## config.mk

```make
export PLATFORM = sky130hd
export DESIGN_NAME = hazard_fwd_ctrl
export DESIGN_NICKNAME = d
export VERILOG_FILES = /design/src/rtl/hazard_fwd_ctrl.sv
export SDC_FILE = /design/constraint.sdc
export NUM_CORES = 1
export LEC_CHECK = 0
export BUFFER_PORTS_ARGS = -buffer_cell sky130_fd_sc_hd__clkbuf_2
export CAP_MARGIN = 20
export CELL_PAD_IN_SITES_DETAIL_PLACEMENT = 1
export CELL_PAD_IN_SITES_GLOBAL_PLACEMENT = 2
export CORE_MARGIN = 8
export CORE_UTILIZATION = 21
export CTS_CLUSTER_SIZE = 16
export DETAILED_ROUTE_END_ITERATION = 8
export PLACE_DENSITY_LB_ADDON = 0.1
export SETUP_SLACK_MARGIN = 0.2
export SLEW_MARGIN = 25
export SYNTH_ARGS = -nofsm -noshare
export SYNTH_HDL_FRONTEND = slang
export SYNTH_SLANG_ARGS = --single-unit
```

## constraint.sdc

```tcl
create_clock -name clk -period 2.5 [get_ports clk]
set_clock_uncertainty 0.05 [all_clocks]
set_input_delay 0.5 -clock clk [delete_from_list [all_inputs] [get_ports clk]]
set_output_delay 0.5 -clock clk [all_outputs]
set_load 0.1 [all_outputs]
```

## src/rtl/hazard_fwd_ctrl.sv

```systemverilog
// Hazard and forwarding controller for the 5-stage pipeline: operand forwarding from
// EX/MEM/WB, load-use bubbles and wrong-path squashing after a taken redirect in EX.
module hazard_fwd_ctrl #(
  parameter logic [1:0]  WSEL_RAM     = 2'b01,
  parameter int unsigned LOAD_STALL   = 1,
  parameter int unsigned FLUSH_CYCLES = 1
) (
  input  logic        clk,
  input  logic        rst_n,
  input  logic [4:0]  id_rs1,
  input  logic [4:0]  id_rs2,
  input  logic        id_use_rs1,
  input  logic        id_use_rs2,
  input  logic [4:0]  ex_wR,
  input  logic        ex_rf_we,
  input  logic [1:0]  ex_rf_wsel,
  input  logic [31:0] ex_wd,
  input  logic [4:0]  mem_wR,
  input  logic        mem_rf_we,
  input  logic [31:0] mem_wd,
  input  logic [4:0]  wb_wR,
  input  logic        wb_rf_we,
  input  logic [31:0] wb_wd,
  input  logic        ex_redirect,
  output logic        stall,
  output logic        flush_if_id,
  output logic        flush,
  output logic        forward_op1,
  output logic        forward_op2,
  output logic [31:0] rD1_forward,
  output logic [31:0] rD2_forward
);

  typedef enum logic [1:0] {StIdle, StStall, StRedir} state_e;

  state_e     state_q, state_d;
  logic [1:0] cnt_q, cnt_d;

  logic [1:0][4:0]  rs;
  logic [1:0]       use_rs;
  logic [1:0]       lu_op;
  logic [1:0]       fwd_op;
  logic [1:0][31:0] fwd_data;
  logic             lu;
  logic             stall_c, flush_c, flush_if_id_c;

  assign rs     = {id_rs2, id_rs1};
  assign use_rs = {id_use_rs2, id_use_rs1};

  // A load match in EX blocks older stages: their value would be stale.
  always_comb begin
    lu_op    = '0;
    fwd_op   = '0;
    fwd_data = '0;
    for (int k = 0; k < 2; k++) begin
      if (use_rs[k] && (rs[k] != 5'd0)) begin
        if (ex_rf_we && (ex_wR == rs[k])) begin
          if (ex_rf_wsel == WSEL_RAM) begin
            lu_op[k] = 1'b1;
          end else begin
            fwd_op[k]   = 1'b1;
            fwd_data[k] = ex_wd;
          end
        end else if (mem_rf_we && (mem_wR == rs[k])) begin
          fwd_op[k]   = 1'b1;
          fwd_data[k] = mem_wd;
        end else if (wb_rf_we && (wb_wR == rs[k])) begin
          fwd_op[k]   = 1'b1;
          fwd_data[k] = wb_wd;
        end
      end
    end
  end

  assign lu = |lu_op;

  // cnt holds the number of further cycles to spend in STALL/REDIR after the current one.
  always_comb begin
    state_d       = state_q;
    cnt_d         = cnt_q;
    stall_c       = 1'b0;
    flush_c       = 1'b0;
    flush_if_id_c = 1'b0;
    case (state_q)
      StRedir: begin
        flush_if_id_c = 1'b1;
        flush_c       = 1'b1;
        cnt_d         = cnt_q - 2'd1;
        if (cnt_q <= 2'd1) begin
          state_d = StIdle;
          cnt_d   = 2'd0;
        end
      end
      StIdle, StStall: begin
        if (ex_redirect) begin
          flush_if_id_c = 1'b1;
          flush_c       = 1'b1;
          state_d       = StIdle;
          cnt_d         = 2'd0;
          if (FLUSH_CYCLES > 1) begin
            state_d = StRedir;
            cnt_d   = 2'(FLUSH_CYCLES - 1);
          end
        end else if (state_q == StStall) begin
          stall_c = 1'b1;
          flush_c = 1'b1;
          cnt_d   = cnt_q - 2'd1;
          if (cnt_q <= 2'd1) begin
            state_d = StIdle;
            cnt_d   = 2'd0;
          end
        end else if (lu) begin
          stall_c = 1'b1;
          flush_c = 1'b1;
          if (LOAD_STALL > 1) begin
            state_d = StStall;
            cnt_d   = 2'(LOAD_STALL - 1);
          end
        end
      end
      default: begin
        state_d = StIdle;
        cnt_d   = 2'd0;
      end
    endcase
  end

  always_ff @(posedge clk or negedge rst_n) begin
    if (!rst_n) begin
      state_q <= StIdle;
      cnt_q   <= 2'd0;
    end else begin
      state_q <= state_d;
      cnt_q   <= cnt_d;
    end
  end

  // Outputs are combinational, so gate them to keep everything quiet during reset.
  assign stall       = rst_n & stall_c;
  assign flush       = rst_n & flush_c;
  assign flush_if_id = rst_n & flush_if_id_c;
  assign forward_op1 = rst_n & fwd_op[0];
  assign forward_op2 = rst_n & fwd_op[1];
  assign rD1_forward = rst_n ? fwd_data[0] : 32'd0;
  assign rD2_forward = rst_n ? fwd_data[1] : 32'd0;

endmodule
```

==> impl_results.rst, run 1 <==
.. list-table::
   :header-rows: 1

   * - Metric
     - Value
   * - Effective utilization at floorplan
     - 0.211
   * - Crit path launch type
     - input port
   * - Tmin final
     - 2.90 ns
   * - Number of CTS-inserted buffers
     - 3
   * - Share of post-route cells with drive strength above 1
     - 0.790
   * - Routed vias
     - 3975
   * - Violated checks
     - negative setup slack
   * - Critical path endpoint category
     - output port
   * - CTS sink count
     - 4
   * - First-pass GRT wire length
     - 24.9 mm
   * - Count of state elements after synthesis
     - 4
   * - Ys async rst share
     - 1.00
   * - Worst min-delay path category
     - input port to asynchronous set/reset pin
   * - Clock latency reported for the late side of the worst-skew pair
     - 0.22 ns
   * - Post-route cell area
     - 7940 µm²
   * - Prevailing post-synth register cell
     - dfrtp_1
   * - Number of library cell types mapped by synthesis
     - 42
   * - Worst endpoint required time
     - 1.95 ns
   * - Vertical extent of the die
     - 128 µm
   * - Top layer in use
     - met4
   * - Max Freq
     - 344 MHz
   * - Vias per std cell
     - 5.00
   * - Final Hold Violating Endpoints
     - 0
   * - Cell type with the largest total area after synthesis
     - a221oi_2
   * - Yosys Warn Count
     - 0
   * - Least setup slack across all paths after layout
     - -0.403 ns
   * - Most used standard cells in the synthesized netlist
     - nand2_1, a21oi_1, nand3_1
   * - Htree depth
     - 1
   * - Final ANT Viol Nets
     - 0
   * - Synthesized netlist cell count
     - 319
   * - Leading post-synthesis cells by cell area
     - a221oi_2, o22ai_2, mux2i_1, xor2_1, a21oi_1
   * - Row cnt
     - 41
   * - Clock-pin slew on the worst setup and hold paths
     - 0.03 ns
   * - Detailed Route WL
     - 18.5 mm
   * - Leakage power figure
     - 0.00288 µW
   * - Worst setup slack for register-to-register paths
     - 1.21 ns
   * - Global router's overall resource usage
     - 0.192
   * - Slew margin rel.
     - 0.638
   * - Mean area per synthesized cell
     - 8.23 µm²
   * - Number of global-route vias before repair
     - 4392
   * - Die X
     - 128 µm
   * - Result of the run
     - finished with violations
   * - Most used standard cell by instance count after synthesis
     - nand2_1
   * - Fraction of the yosys area taken by sequential cells
     - 0.0381
   * - Number of setup violations in the final report
     - 68
   * - Quantity of hold-fixing buffers added after cts
     - 0
   * - Grt ovf
     - 0
   * - Worst IR Drop VDD
     - 376 µV
   * - Post-DR wirelength/cell
     - 23.3 µm
   * - Port bufs
     - 199
   * - Max-cap violation count
     - 0
   * - I/O pins
     - 200
   * - DP Wirelength
     - 12.3 mm
   * - Total met3 wirelength after detailed routing
     - 1.09 mm
   * - CTS tree
     - yes
   * - Initial antenna violation count
     - 0
   * - Final clock period utilization by the worst path
     - 1.16
   * - Post-synth top area share
     - 0.177
   * - Standard cell core area
     - 12400 µm²
   * - Critical path fanouts, max
     - 8
   * - Post-detailed-route DRC marker count
     - 0
   * - Unrepaired setup endpoints after global routing
     - true
   * - Nets in the synthesized netlist
     - 450
   * - Power Dens Cells
     - 146 nW/µm²
   * - Largest net degree at the start of global routing
     - 34
   * - Clock tree root buffer cell
     - clkbuf_16
   * - Total length of routed met2 wires
     - 9.94 mm
   * - Slew Limit Fails
     - 0
   * - Area added between synthesis and finish
     - 202%
   * - DP Worst Slack
     - -0.389 ns
   * - First drt pass iteration count
     - 4
   * - Worst hold slack
     - 0.192 ns
   * - Number of buffers on the longest clock path
     - 2
   * - Slew at the pin closest to its max-slew limit
     - 0.545 ns
   * - Sum of routed wire segments on met1
     - 7.22 mm
   * - Final nets
     - 756
   * - Area of the die
     - 16300 µm²
   * - Cell Area, Synth
     - 2630 µm²
   * - Number of diodes
     - 0
   * - Violation count after the first detailed-routing iteration
     - 103
   * - Routability cong.
     - 0.819
   * - Number of enable-type register cells in the synthesized netlist
     - 0
   * - Category of the most critical setup path
     - input port to output port
   * - Placed inst area
     - 6070 µm²
   * - Setup TNS
     - -22.79 ns
   * - Overall power consumption
     - 1160 µW
   * - Arr. time, crit path
     - 2.35 ns
what timing repair did:
action	in CTS	in global routing
pin swaps	31	57
resized for setup	69	110
gates cloned	6	7
endpoints found under the setup margin	68	68
buffers inserted	29	36
critical path, stage by stage:
cell,delay (ns)
buf_8,0.10
xor2_2,0.18
nor4_2,0.36
and3_4,0.32
buf_6,0.12
buf_12,0.15
a21oi_4,0.05
a221oi_4,0.34
buf_12,0.22
through the flow:
stage                util  instances
global route        0.639        795
floorplan               -        319
CTS                 0.558        752
detailed placement  0.489        714
global placement    0.489        714
finish              0.639        795
cell type report:
type	instances	area, µm²
Tap cell	172	215
Multi-Input combinational cell	277	3640
Sequential cell	4	100
Inverter	1	3.75
Timing Repair Buffer	338	3900
Fill cell	1262	4480
Clock buffer	3	75.1
kinds of logic after synthesis:
family                    Yosys count  share of synthesized area
muxes                              32                      0.122
and+or+nand+nor                   104                      0.198
DFF                                 4                     0.0381
AOI/OAI and AO/OA                 111                      0.438
buffers and inverters              38                      0.104
xor gates and xnor gates           30                      0.100
where the power goes:
group          total (µW)  internal [µW]  leakage, µW  switching, µW
sequential           65.2           65.2    0.0000559              0
combinational         846            378      0.00279            469
clock                 244            204    0.0000370           40.5
cells in the final DEF, fill, tap and decap left out, drive strengths merged, types with 10 or more instances in the layout:
cell type / count
xor2: 20
xnor2: 10
clkbuf: 133
o22ai: 31
buf: 208
mux2i: 32
nand2: 39
a21oi: 34
a221oi: 33
nand3: 34
final timing paths:
check,startpoint,to,cells past startpoint
worst min register to register,cnt_q[0],cnt_q[0],1
worst max register to register,state_q[0],cnt_q[1],2
worst max-delay path,ex_wR[0],rD2_forward[14],9
max in group asynchronous,rst_n,cnt_q[0],2
min in group clk,cnt_q[0],cnt_q[0],1
worst min-delay path,rst_n,state_q[0],2
layer usage:
metal,up-vias,GRT usage
met2,137,0.366
met3,16,0.0453
met4,0,0.0217
met1,1954,0.214
met5,-,0
li1,1868,-
state kept, by name, indices dropped and copies added (netlist names):
signal,cells
cnt_q,2
state_q,2
Power figures use the tool's default switching activity.
==> run 2, diff against run 1 <==
--- a/config.mk
+++ b/config.mk
@@ -5,14 +5,15 @@
 export SDC_FILE = /design/constraint.sdc
 export NUM_CORES = 1
 export LEC_CHECK = 0
-export BUFFER_PORTS_ARGS = -buffer_cell sky130_fd_sc_hd__clkbuf_2
+export ABC_AREA = 1
 export CAP_MARGIN = 20
 export CELL_PAD_IN_SITES_DETAIL_PLACEMENT = 1
 export CELL_PAD_IN_SITES_GLOBAL_PLACEMENT = 2
 export CORE_MARGIN = 8
-export CORE_UTILIZATION = 21
+export CORE_UTILIZATION = 27
 export CTS_CLUSTER_SIZE = 16
 export DETAILED_ROUTE_END_ITERATION = 8
+export DONT_BUFFER_PORTS = 1
 export PLACE_DENSITY_LB_ADDON = 0.1
 export SETUP_SLACK_MARGIN = 0.2
 export SLEW_MARGIN = 25
==> run 2 against run 1 <==
- the run now ends clean
- worst hold slack better by 0.11 ns
- register-to-register slack improved by 0.08 ns
- non-clock buffer count down 218
- total power rose by 5.8%
- utilization decreased by 8.4 points
- cell count increased by 27%
- clock power hardly changed
- die area barely moved
- via count rose by 37%
- cell area decreased by 13%
- combinational power up 7.7%
- first-iteration DRC count rose to 2.7 times the previous value
- critical path type unchanged
==> impl_results.rst, run 2 <==
.. list-table::
   :header-rows: 1

   * - Metric
     - Value
   * - Mean area per synthesized cell
     - 4.40 µm² (-46%)
   * - Category of the most critical setup path
     - input port to output port
   * - Worst setup slack for register-to-register paths
     - 1.29 ns (+0.08 ns)
   * - Port bufs
     - 0 (-100%)
   * - Switching power
     - 632 µW (+24%)
   * - Max-cap violation count
     - 0 (unchanged)
   * - Worst endpoint required time
     - 1.95 ns (about the same)
   * - Worst setup path start
     - id_rs2[3]
   * - Arr. time, crit path
     - 1.77 ns (-0.58 ns)
   * - Count of state elements after synthesis
     - 4 (unchanged)
   * - Detailed Route WL
     - 21.4 mm (+16%)
   * - Number of diodes
     - 0 (unchanged)
   * - Post-DR wirelength/cell
     - 21.2 µm (-8.9%)
   * - First drt pass iteration count
     - 5 (+1)
   * - Critical path endpoint category
     - output port
   * - Most common cell after layout, fill and taps aside
     - nand2_1
   * - Vertical extent of the die
     - 128 µm (about the same)
   * - Critical path buffers and inverters
     - 4 (unchanged)
   * - Grt ovf
     - 0 (unchanged)
   * - Prevailing post-synth register cell
     - dfrtp_1
   * - Yosys Warn Count
     - 0 (unchanged)
   * - Clock group share of total power
     - 0.201 (-0.010)
   * - CTS sink count
     - 4 (unchanged)
   * - Delay-heaviest family, CP
     - buffers and inverters
   * - Number of buffers on the longest clock path
     - 2 (unchanged)
   * - Total met3 wirelength after detailed routing
     - 1.90 mm (+74%)
   * - Initial antenna violation count
     - 0 (unchanged)
   * - Slew Limit Fails
     - 0 (unchanged)
   * - Clock latency reported for the late side of the worst-skew pair
     - 0.22 ns (about the same)
   * - Final Hold Violating Endpoints
     - 0 (unchanged)
   * - Number of CTS-inserted buffers
     - 3 (unchanged)
   * - Post-detailed-route DRC marker count
     - 0 (unchanged)
   * - Standard cell core area
     - 12400 µm² (unchanged)
   * - Slowest-stage cell, CP
     - o21ai_1
   * - Critical path fanouts, max
     - 15 (+7)
   * - Die X
     - 128 µm (about the same)
   * - Leakage power figure
     - 0.00333 µW (+16%)
   * - Crit path launch type
     - input port
   * - Slew margin rel.
     - 0.788 (+0.150)
   * - Leading post-synthesis cells by cell area
     - nor2_1, nand2_1, nand4_1, inv_1, buf_2
   * - Htree depth
     - 1 (unchanged)
   * - Setup TNS
     - 0 ns (+22.79 ns)
   * - Power Dens Cells
     - 177 nW/µm² (+22%)
   * - Number of setup violations in the final report
     - 0 (-100%)
   * - Tmin final
     - 2.32 ns (-0.587 ns)
   * - I/O pins
     - 200 (unchanged)
   * - Synthesized netlist cell count
     - 766 (+140%)
   * - Number of global-route vias before repair
     - 5643 (+28%)
   * - Post-route cell area
     - 6900 µm² (-13%)
   * - Routability cong.
     - 0.889 (+8.6%)
   * - Critical path's largest stage delay
     - 0.22 ns (-0.14 ns)
   * - Total length of routed met2 wires
     - 11.0 mm (+11%)
   * - Area added between synthesis and finish
     - 105%
   * - Post-synth top area share
     - 0.300 (+0.123)
   * - Area of the die
     - 16300 µm² (about the same)
   * - Clock-pin slew on the worst setup and hold paths
     - 0.03 ns (about the same)
   * - Fraction of the yosys area taken by sequential cells
     - 0.0297 (-0.00846)
   * - Most used standard cells in the synthesized netlist
     - nor2_1, nand2_1, nand4_1
   * - Result of the run
     - completed
   * - Filler cells
     - 1615 (+28%)
   * - Slew at the pin closest to its max-slew limit
     - 0.314 ns (-0.231 ns)
   * - Most used standard cell by instance count after synthesis
     - nor2_1
   * - Max Freq
     - 432 MHz (+25%)
   * - CTS tree
     - yes
   * - Violation count after the first detailed-routing iteration
     - 274 (+170%)
   * - Number of enable-type register cells in the synthesized netlist
     - 0 (unchanged)
   * - Unrepaired setup endpoints after global routing
     - true
   * - Cell total after placement
     - 985 (+38%)
   * - Cell type with the largest total area after synthesis
     - nor2_1
   * - Worst min-delay path category
     - input port to flip-flop
   * - DP Worst Slack
     - 0.104 ns (+0.493 ns)
   * - Worst IR Drop VDD
     - 404 µV (+7.6%)
   * - DP Wirelength
     - 15.1 mm (+23%)
   * - Cell-internal power
     - 591 µW (-8.7%)
   * - Least setup slack across all paths after layout
     - 0.184 ns (+0.587 ns)
   * - First-pass GRT wire length
     - 30.1 mm (+21%)
   * - Final std cells w/o fill
     - 1010 (+27%)
   * - Cell chain of the critical path
     - inv_6, a21oi_2, nand2_2, nor2_4, buf_12, nand2_8, clkbuf_16, o21ai_1, nor2_4, buf_12
   * - Number of library cell types mapped by synthesis
     - 25 (-40%)
   * - Effective utilization at floorplan
     - 0.272 (+0.0603)
   * - Cell Area, Synth
     - 3370 µm² (+29%)
   * - Global router's overall resource usage
     - 0.227 (+0.0359)
   * - Final clock period utilization by the worst path
     - 0.926 (-0.235)
   * - Largest registers
     - cnt_q: 2 flops, state_q: 2 flops
   * - Final ANT Viol Nets
     - 0 (unchanged)
   * - RR Endpoint
     - cnt_q[0]
   * - Placed inst area
     - 5840 µm² (-3.8%)
   * - Number of stages on the worst setup path
     - 10 (+1)
   * - Final nets
     - 971 (+28%)
   * - Most frequent cells in the layout
     - nand2_1, nor2_1, buf_12
   * - Combinational power share
     - 0.745 (+0.013)
   * - Largest net degree at the start of global routing
     - 36 (+5.9%)
   * - Vias per std cell
     - 5.38 (+7.5%)
   * - Row cnt
     - 41 (unchanged)
   * - Sequential group share of total power
     - 0.053 (-0.003)
   * - Nets in the synthesized netlist
     - 897 (+99%)
   * - Startpoint of the most critical register-to-register path
     - state_q[1]
   * - End point of the critical path
     - rD2_forward[21]
   * - Length in cells of the worst reg-to-reg path
     - 6 (+4)
   * - Final core occ
     - 0.556 (-0.0837)
   * - Ys async rst share
     - 1.00 (unchanged)
   * - Share of post-route cells with drive strength above 1
     - 0.459 (-0.330)
   * - Sum of routed wire segments on met1
     - 8.06 mm (+12%)
   * - Clock tree root buffer cell
     - clkbuf_16
   * - Switching Fraction
     - 0.517 (+0.0765)
   * - Routed vias
     - 5429 (+37%)
   * - Top layer in use
     - met4
-- run 2: how the worst min path moves through the flow --
stage,cells past startpoint,endpoint,startpoint
final,1,state_q[0],ex_redirect
after global routing,1,state_q[0],ex_redirect
after CTS,1,state_q[0],ex_redirect
after detailed placement,0,state_q[0],rst_n
after global placement,0,state_q[1],rst_n
after floorplan,0,cnt_q[0],rst_n
-- run 2: per-stage QoR --
| step | total power [µW] | hold WS (ns) |
|---|---|---|
| floorplan | 618 | 0.154 |
| global placement | 793 | 0.155 |
| detailed placement | 810 | 0.155 |
| CTS | 1080 | 0.302 |
| global route | 1290 | 0.303 |
| finish | 1220 | 0.302 |
-- run 2: cell type report --
| class | instances | area, µm² | share of cell area |
|---|---|---|---|
| Tap cell | 172 | 215 | 0.0312 |
| Timing Repair Buffer | 120 | 2180 | 0.316 |
| Sequential cell | 4 | 100 | 0.0145 |
| Clock buffer | 3 | 75.1 | 0.0109 |
| Multi-Input combinational cell | 637 | 3960 | 0.574 |
| Inverter | 74 | 367 | 0.0531 |
-- run 2: routing by layer --
layer | track usage | vias up
met1 | 0.248 | 2654
met4 | 0.0385 | 0
met2 | 0.420 | 202
met3 | 0.0774 | 30
met5 | 0 | -
li1 | - | 2543
-- run 2: timing repair --
action,4_1_cts,5_1_grt
buffers inserted,0,9
endpoints found under the setup margin,50,66
hold buffers,1,0
hold endpoints to repair,4,0
gates resized for setup,33,171
cloned,0,12
pin swaps,5,74
-- run 2: cells by family (layout without fill, tap and decap cells) --
kind of cell | count (synthesis) | count (layout) | synth area share
DFF | 4 | 4 | 0.0297
xor gates and xnor gates | 3 | 3 | 0.00779
and+or+nand+nor | 580 | 581 | 0.722
AOI/OAI and AO/OA | 53 | 53 | 0.0805
buffers and inverters | 126 | 197 | 0.160
-- run 2: worst register-to-register path, delay by kind of cell (launching register included) --
kind	cells	cell delay (ns)
AO/OA/AOI/OAI	1	0.09
buffers and inverters	2	0.18
flip-flops	1	0.38
AND/OR/NAND/NOR	3	0.38
-- run 2: power by group through the flow --
stage / combinational, µW / sequential [µW] / clock, µW
floorplan: 552 / 65.9 / 0
global placement: 727 / 65.9 / 0
detailed placement: 744 / 65.9 / 0
CTS: 759 / 65.2 / 251
global route: 965 / 65.2 / 259
finish: 911 / 65.2 / 246
==> run 3, diff against run 2 <==
--- a/config.mk
+++ b/config.mk
@@ -5,12 +5,10 @@
 export SDC_FILE = /design/constraint.sdc
 export NUM_CORES = 1
 export LEC_CHECK = 0
-export ABC_AREA = 1
-export CAP_MARGIN = 20
 export CELL_PAD_IN_SITES_DETAIL_PLACEMENT = 1
 export CELL_PAD_IN_SITES_GLOBAL_PLACEMENT = 2
 export CORE_MARGIN = 8
-export CORE_UTILIZATION = 27
+export CORE_UTILIZATION = 33
 export CTS_CLUSTER_SIZE = 16
 export DETAILED_ROUTE_END_ITERATION = 8
 export DONT_BUFFER_PORTS = 1
==> run 3 against run 2 <==
- the flow now stops in global routing
- synthesized area fell by 22%
- synthesized cell count fell by 58%
==> impl_results.rst, run 3 <==
.. list-table::
   :header-rows: 1

   * - Metric
     - Value
   * - Result of the run
     - aborted with a tool error
   * - Last stage reached
     - global routing
   * - Tool error
     - [ERROR DPL-0033] detailed placement checks failed during check placement.
   * - Count of state elements after synthesis
     - 4 (unchanged)
   * - Dominant combinational cell family by area after synthesis
     - compound AO/OA/AOI/OAI gates
   * - Most used standard cells in the synthesized netlist
     - nand2_1, a21oi_1, nand3_1
   * - Htree depth
     - 1 (unchanged)
   * - Synth Area in Compound Gates
     - 0.438 (+0.357)
   * - Row cnt
     - 32 (-22%)
   * - Post-synth top area share
     - 0.177 (-0.123)
   * - Prevailing post-synth register cell
     - dfrtp_1
   * - Number of buffers on the longest clock path
     - 2 (unchanged)
   * - Ys async rst share
     - 1.00 (unchanged)
   * - Number of CTS-inserted buffers
     - 3 (unchanged)
   * - Worst Endpoint after GRT Repair
     - rD1_forward[30]
   * - Cell Area, Synth
     - 2630 µm² (-22%)
   * - Nets in the synthesized netlist
     - 450 (-50%)
   * - Mean area per synthesized cell
     - 8.23 µm² (+87%)
   * - Initial antenna violation count
     - 0
   * - Effective utilization at floorplan
     - 0.340 (+0.0680)
   * - Clock tree root buffer cell
     - clkbuf_8
   * - Share of synthesized cell area in full adder, half adder and majority cells
     - 0 (unchanged)
   * - Vertical extent of the die
     - 105 µm (-18%)
   * - Die X
     - 105 µm (-18%)
   * - Most used standard cell by instance count after synthesis
     - nand2_1
   * - Routability cong.
     - 0.784 (-12%)
   * - Parity-gate share of the synthesized area counting xor and xnor cells
     - 0.100 (+0.0923)
   * - Cell type with the largest total area after synthesis
     - a221oi_2
   * - I/O pins
     - 200 (unchanged)
   * - Fraction of the yosys area taken by sequential cells
     - 0.0381 (+0.00846)
   * - Leading post-synthesis cells by cell area
     - a221oi_2, o22ai_2, mux2i_1, xor2_1, a21oi_1
   * - DP Worst Slack
     - -0.253 ns (-0.357 ns)
   * - Share of synthesized area spent on multiplexers
     - 0.122 (+0.122)
   * - Synthesized netlist cell count
     - 319 (-58%)
   * - Area fraction in and, or, nand and nor cells after synthesis
     - 0.198 (-0.524)
   * - DP Wirelength
     - 11.4 mm (-25%)
   * - Port bufs
     - 0 (unchanged)
   * - CTS sink count
     - 4 (unchanged)
   * - Number of library cell types mapped by synthesis
     - 42 (+68%)
   * - Yosys Warn Count
     - 0 (unchanged)
   * - Placed inst area
     - 5180 µm² (-11%)
   * - Number of enable-type register cells in the synthesized netlist
     - 0 (unchanged)
   * - Category of the worst endpoint
     - top-level output
   * - Largest net degree at the start of global routing
     - 29
==> run 3: changes by cell type after synthesis, sizes merged, moves of 33 or more <==
cell    before  now
nand4       66    1
inv         74    1
o21ai       43    1
nand2      220   39
a221oi       0   33
nor2       278    4
==> run 3: kinds of logic after synthesis <==
family | Yosys count
and+or+nand+nor | 104
xor gates and xnor gates | 30
buffers and inverters | 38
AOI/OAI and AO/OA | 111
muxes | 32
DFF | 4
==> run 3: per-stage QoR <==
step	std cells	setup TNS [ns]
after floorplan	319	-19.11
after detailed placement	500	-12.44
after CTS	531	-10.04
after global placement	500	-9.63
==> run 3: what timing repair did <==
action / CTS
gates resized for setup: 74
cloned: 6
endpoints found under the hold margin: 4
setup endpoints to repair: 68
setup buffers: 21
pin swaps: 18
hold buffers: 1
==> run 4, diff against run 3 <==
==> config.mk (replaced) <==
export PLATFORM = sky130hd
export DESIGN_NAME = hazard_fwd_ctrl
export DESIGN_NICKNAME = d
export VERILOG_FILES = /design/src/rtl/hazard_fwd_ctrl.sv
export SDC_FILE = /design/constraint.sdc
export NUM_CORES = 1
export LEC_CHECK = 0
export CORE_MARGIN = 8
export CORE_UTILIZATION = 25
export DETAILED_ROUTE_END_ITERATION = 8
export DONT_BUFFER_PORTS = 1
export PLACE_DENSITY_LB_ADDON = 0.15
export SLEW_MARGIN = 25
export SYNTH_ARGS = -nofsm -noshare
export SYNTH_HDL_FRONTEND = slang
export SYNTH_SLANG_ARGS = --single-unit
==> run 4 against run 3 <==
- the flow now finishes, with violations (negative setup slack)
==> impl_results.rst, run 4 (synthesis gave the netlist of run 1 again) <==
.. list-table::
   :header-rows: 1

   * - Metric
     - Value
   * - Cell total after placement
     - 532 (+6.4%)
   * - Final nets
     - 566
   * - Number of buffers on the longest clock path
     - 2 (unchanged)
   * - Clock tree root buffer cell
     - clkbuf_8
   * - Arr. time, crit path
     - 2.13 ns
   * - Slew margin rel.
     - 0.636
   * - M1 GR Usage
     - 0.211
   * - Violation count after the first detailed-routing iteration
     - 109
   * - Slew at the pin closest to its max-slew limit
     - 0.545 ns
   * - Critical path fanouts, max
     - 5
   * - Power Dens Cells
     - 123 nW/µm²
   * - Area of the die
     - 14000 µm²
   * - Final clock period utilization by the worst path
     - 1.07
   * - Category of the most critical setup path
     - input port to output port
   * - Die X
     - 118 µm (+13%)
   * - Crit path launch type
     - input port
   * - Largest registers
     - cnt_q: 2 flops, state_q: 2 flops
   * - Final ANT Viol Nets
     - 0
   * - Global router's overall resource usage
     - 0.193
   * - Routed vias
     - 3250
   * - Violated checks
     - negative setup slack
   * - Vias per std cell
     - 5.71
   * - CTS tree
     - yes
   * - Max Freq
     - 373 MHz
   * - Post-detailed-route DRC marker count
     - 0
   * - Number of setup violations in the final report
     - 67
   * - Max-cap violation count
     - 0
   * - DP Worst Slack
     - -0.225 ns (+0.0280 ns)
   * - Worst IR Drop VDD
     - 225 µV
   * - Number of global-route vias before repair
     - 3605
   * - Clock group share of total power
     - 0.177
   * - Met3 GRT Util
     - 0.0485
   * - Number of diodes
     - 0
   * - Worst setup path start
     - ex_wR[1]
   * - Switching power
     - 367 µW
   * - Routability cong.
     - 0.784 (unchanged)
   * - Cell-internal power
     - 414 µW
   * - First drt pass iteration count
     - 4
   * - Area added between synthesis and finish
     - 142%
   * - Initial antenna violation count
     - 0
   * - Overall power consumption
     - 780 µW
   * - First-pass GRT wire length
     - 22.0 mm
   * - CTS sink count
     - 4 (unchanged)
   * - Slew Limit Fails
     - 0
   * - Leakage power figure
     - 0.00189 µW
   * - Worst min-delay path category
     - flip-flop to flip-flop
   * - Share of post-route cells with drive strength above 1
     - 0.693
   * - Standard cell core area
     - 10300 µm²
   * - End point of the critical path
     - rD2_forward[11]
   * - Length in cells of the worst reg-to-reg path
     - 2
   * - Number of CTS-inserted buffers
     - 3 (unchanged)
   * - Worst setup slack for register-to-register paths
     - 1.22 ns
   * - Htree depth
     - 1 (unchanged)
   * - Most frequent cells in the layout
     - buf_12, nand2_1, buf_4
   * - Clock latency reported for the late side of the worst-skew pair
     - 0.22 ns
   * - Cell depth of the worst min-delay path
     - 1
   * - Clock-pin slew on the worst setup and hold paths
     - 0.03 ns
   * - Post-DR wirelength/cell
     - 25.3 µm
   * - Most heavily used metal layer in global routing
     - met2
   * - Detailed Route WL
     - 14.4 mm
   * - Most common cell after layout, fill and taps aside
     - buf_12
   * - Critical path endpoint category
     - output port
   * - RR Endpoint
     - cnt_q[1]
   * - Row cnt
     - 37 (+16%)
   * - Sequential group share of total power
     - 0.084
   * - Unrepaired setup endpoints after global routing
     - true
   * - Tmin final
     - 2.68 ns
   * - Startpoint of the most critical register-to-register path
     - state_q[0]
   * - Final Hold Violating Endpoints
     - 0
   * - Result of the run
     - finished with violations
   * - Grt ovf
     - 0
   * - Largest net degree at the start of global routing
     - 31
   * - Vertical extent of the die
     - 118 µm (+13%)
   * - Filler cells
     - 808
   * - I/O pins
     - 200 (unchanged)
   * - Worst endpoint required time
     - 1.95 ns
   * - Least setup slack across all paths after layout
     - -0.182 ns
   * - Effective utilization at floorplan
     - 0.255 (-0.0843)
   * - Switching Fraction
     - 0.470
   * - DP Wirelength
     - 10.3 mm (-9.7%)
   * - Final std cells w/o fill
     - 569
   * - Met2 layer usage reported by global route
     - 0.371
   * - Combinational power share
     - 0.739
   * - Port bufs
     - 0 (unchanged)
-- run 4: worst min path at each step --
stage | slack (ns) | end | from
final | 0.42 | cnt_q[0] | cnt_q[0]
after detailed placement | 0.15 | state_q[1] | rst_n
after floorplan | 0.15 | cnt_q[0] | rst_n
after global placement | 0.15 | state_q[1] | rst_n
after CTS | 0.42 | cnt_q[0] | cnt_q[0]
after global routing | 0.43 | cnt_q[0] | cnt_q[0]
-- run 4: power by group through the flow --
stage / logic [µW] / clock network [µW] / registers [µW]
after floorplan: 369 / 0 / 65.9
after global placement: 482 / 0 / 65.9
after detailed placement: 487 / 0 / 65.9
after CTS: 544 / 141 / 65.2
after global routing: 606 / 145 / 65.2
final: 577 / 138 / 65.2
-- run 4: critical path, stage by stage --
cell	delay (ns)
xor2_4	0.17
nor4_4	0.29
and3_4	0.29
buf_12	0.14
buf_12	0.14
a21oi_4	0.04
a221oi_4	0.34
buf_12	0.22
-- run 4: final cells by class --
| cell class | count | area, µm² | area share |
|---|---|---|---|
| Timing Repair Buffer | 148 | 2480 | 0.390 |
| Inverter | 1 | 3.75 | 0.000590 |
| Clock buffer | 3 | 41.3 | 0.00649 |
| Tap cell | 136 | 170 | 0.0268 |
| Multi-Input combinational cell | 277 | 3570 | 0.561 |
| Sequential cell | 4 | 100 | 0.0157 |
-- run 4: what timing repair did --
action	4_1_cts	5_1_grt
hold buffers	1	0
resized for setup	60	70
endpoints found under the setup margin	68	68
buffers inserted	24	3
cloned	11	1
endpoints found under the hold margin	4	0
pin swaps	18	42
-- run 4: through the flow --
| step | setup TNS (ns) | utilization | instance area, µm² | hold slack (ns) |
|---|---|---|---|---|
| after CTS | -9.96 | 0.585 | 6020 | 0.421 |
| after detailed placement | -10.77 | 0.505 | 5190 | 0.155 |
| after floorplan | -19.11 | - | 3460 | 0.154 |
| final | -8.44 | 0.619 | 6360 | 0.420 |
| after global routing | -13.54 | 0.619 | 6360 | 0.431 |
| after global placement | -9.45 | 0.505 | 5190 | 0.155 |
-- run 4: routing by layer --
| metal | up-vias | wire length (µm) |
|---|---|---|
| met2 | 144 | 7830 |
| met1 | 1613 | 5270 |
| li1 | 1474 | - |
| met5 | - | 0 |
| met4 | 0 | 254 |
| met3 | 19 | 1050 |
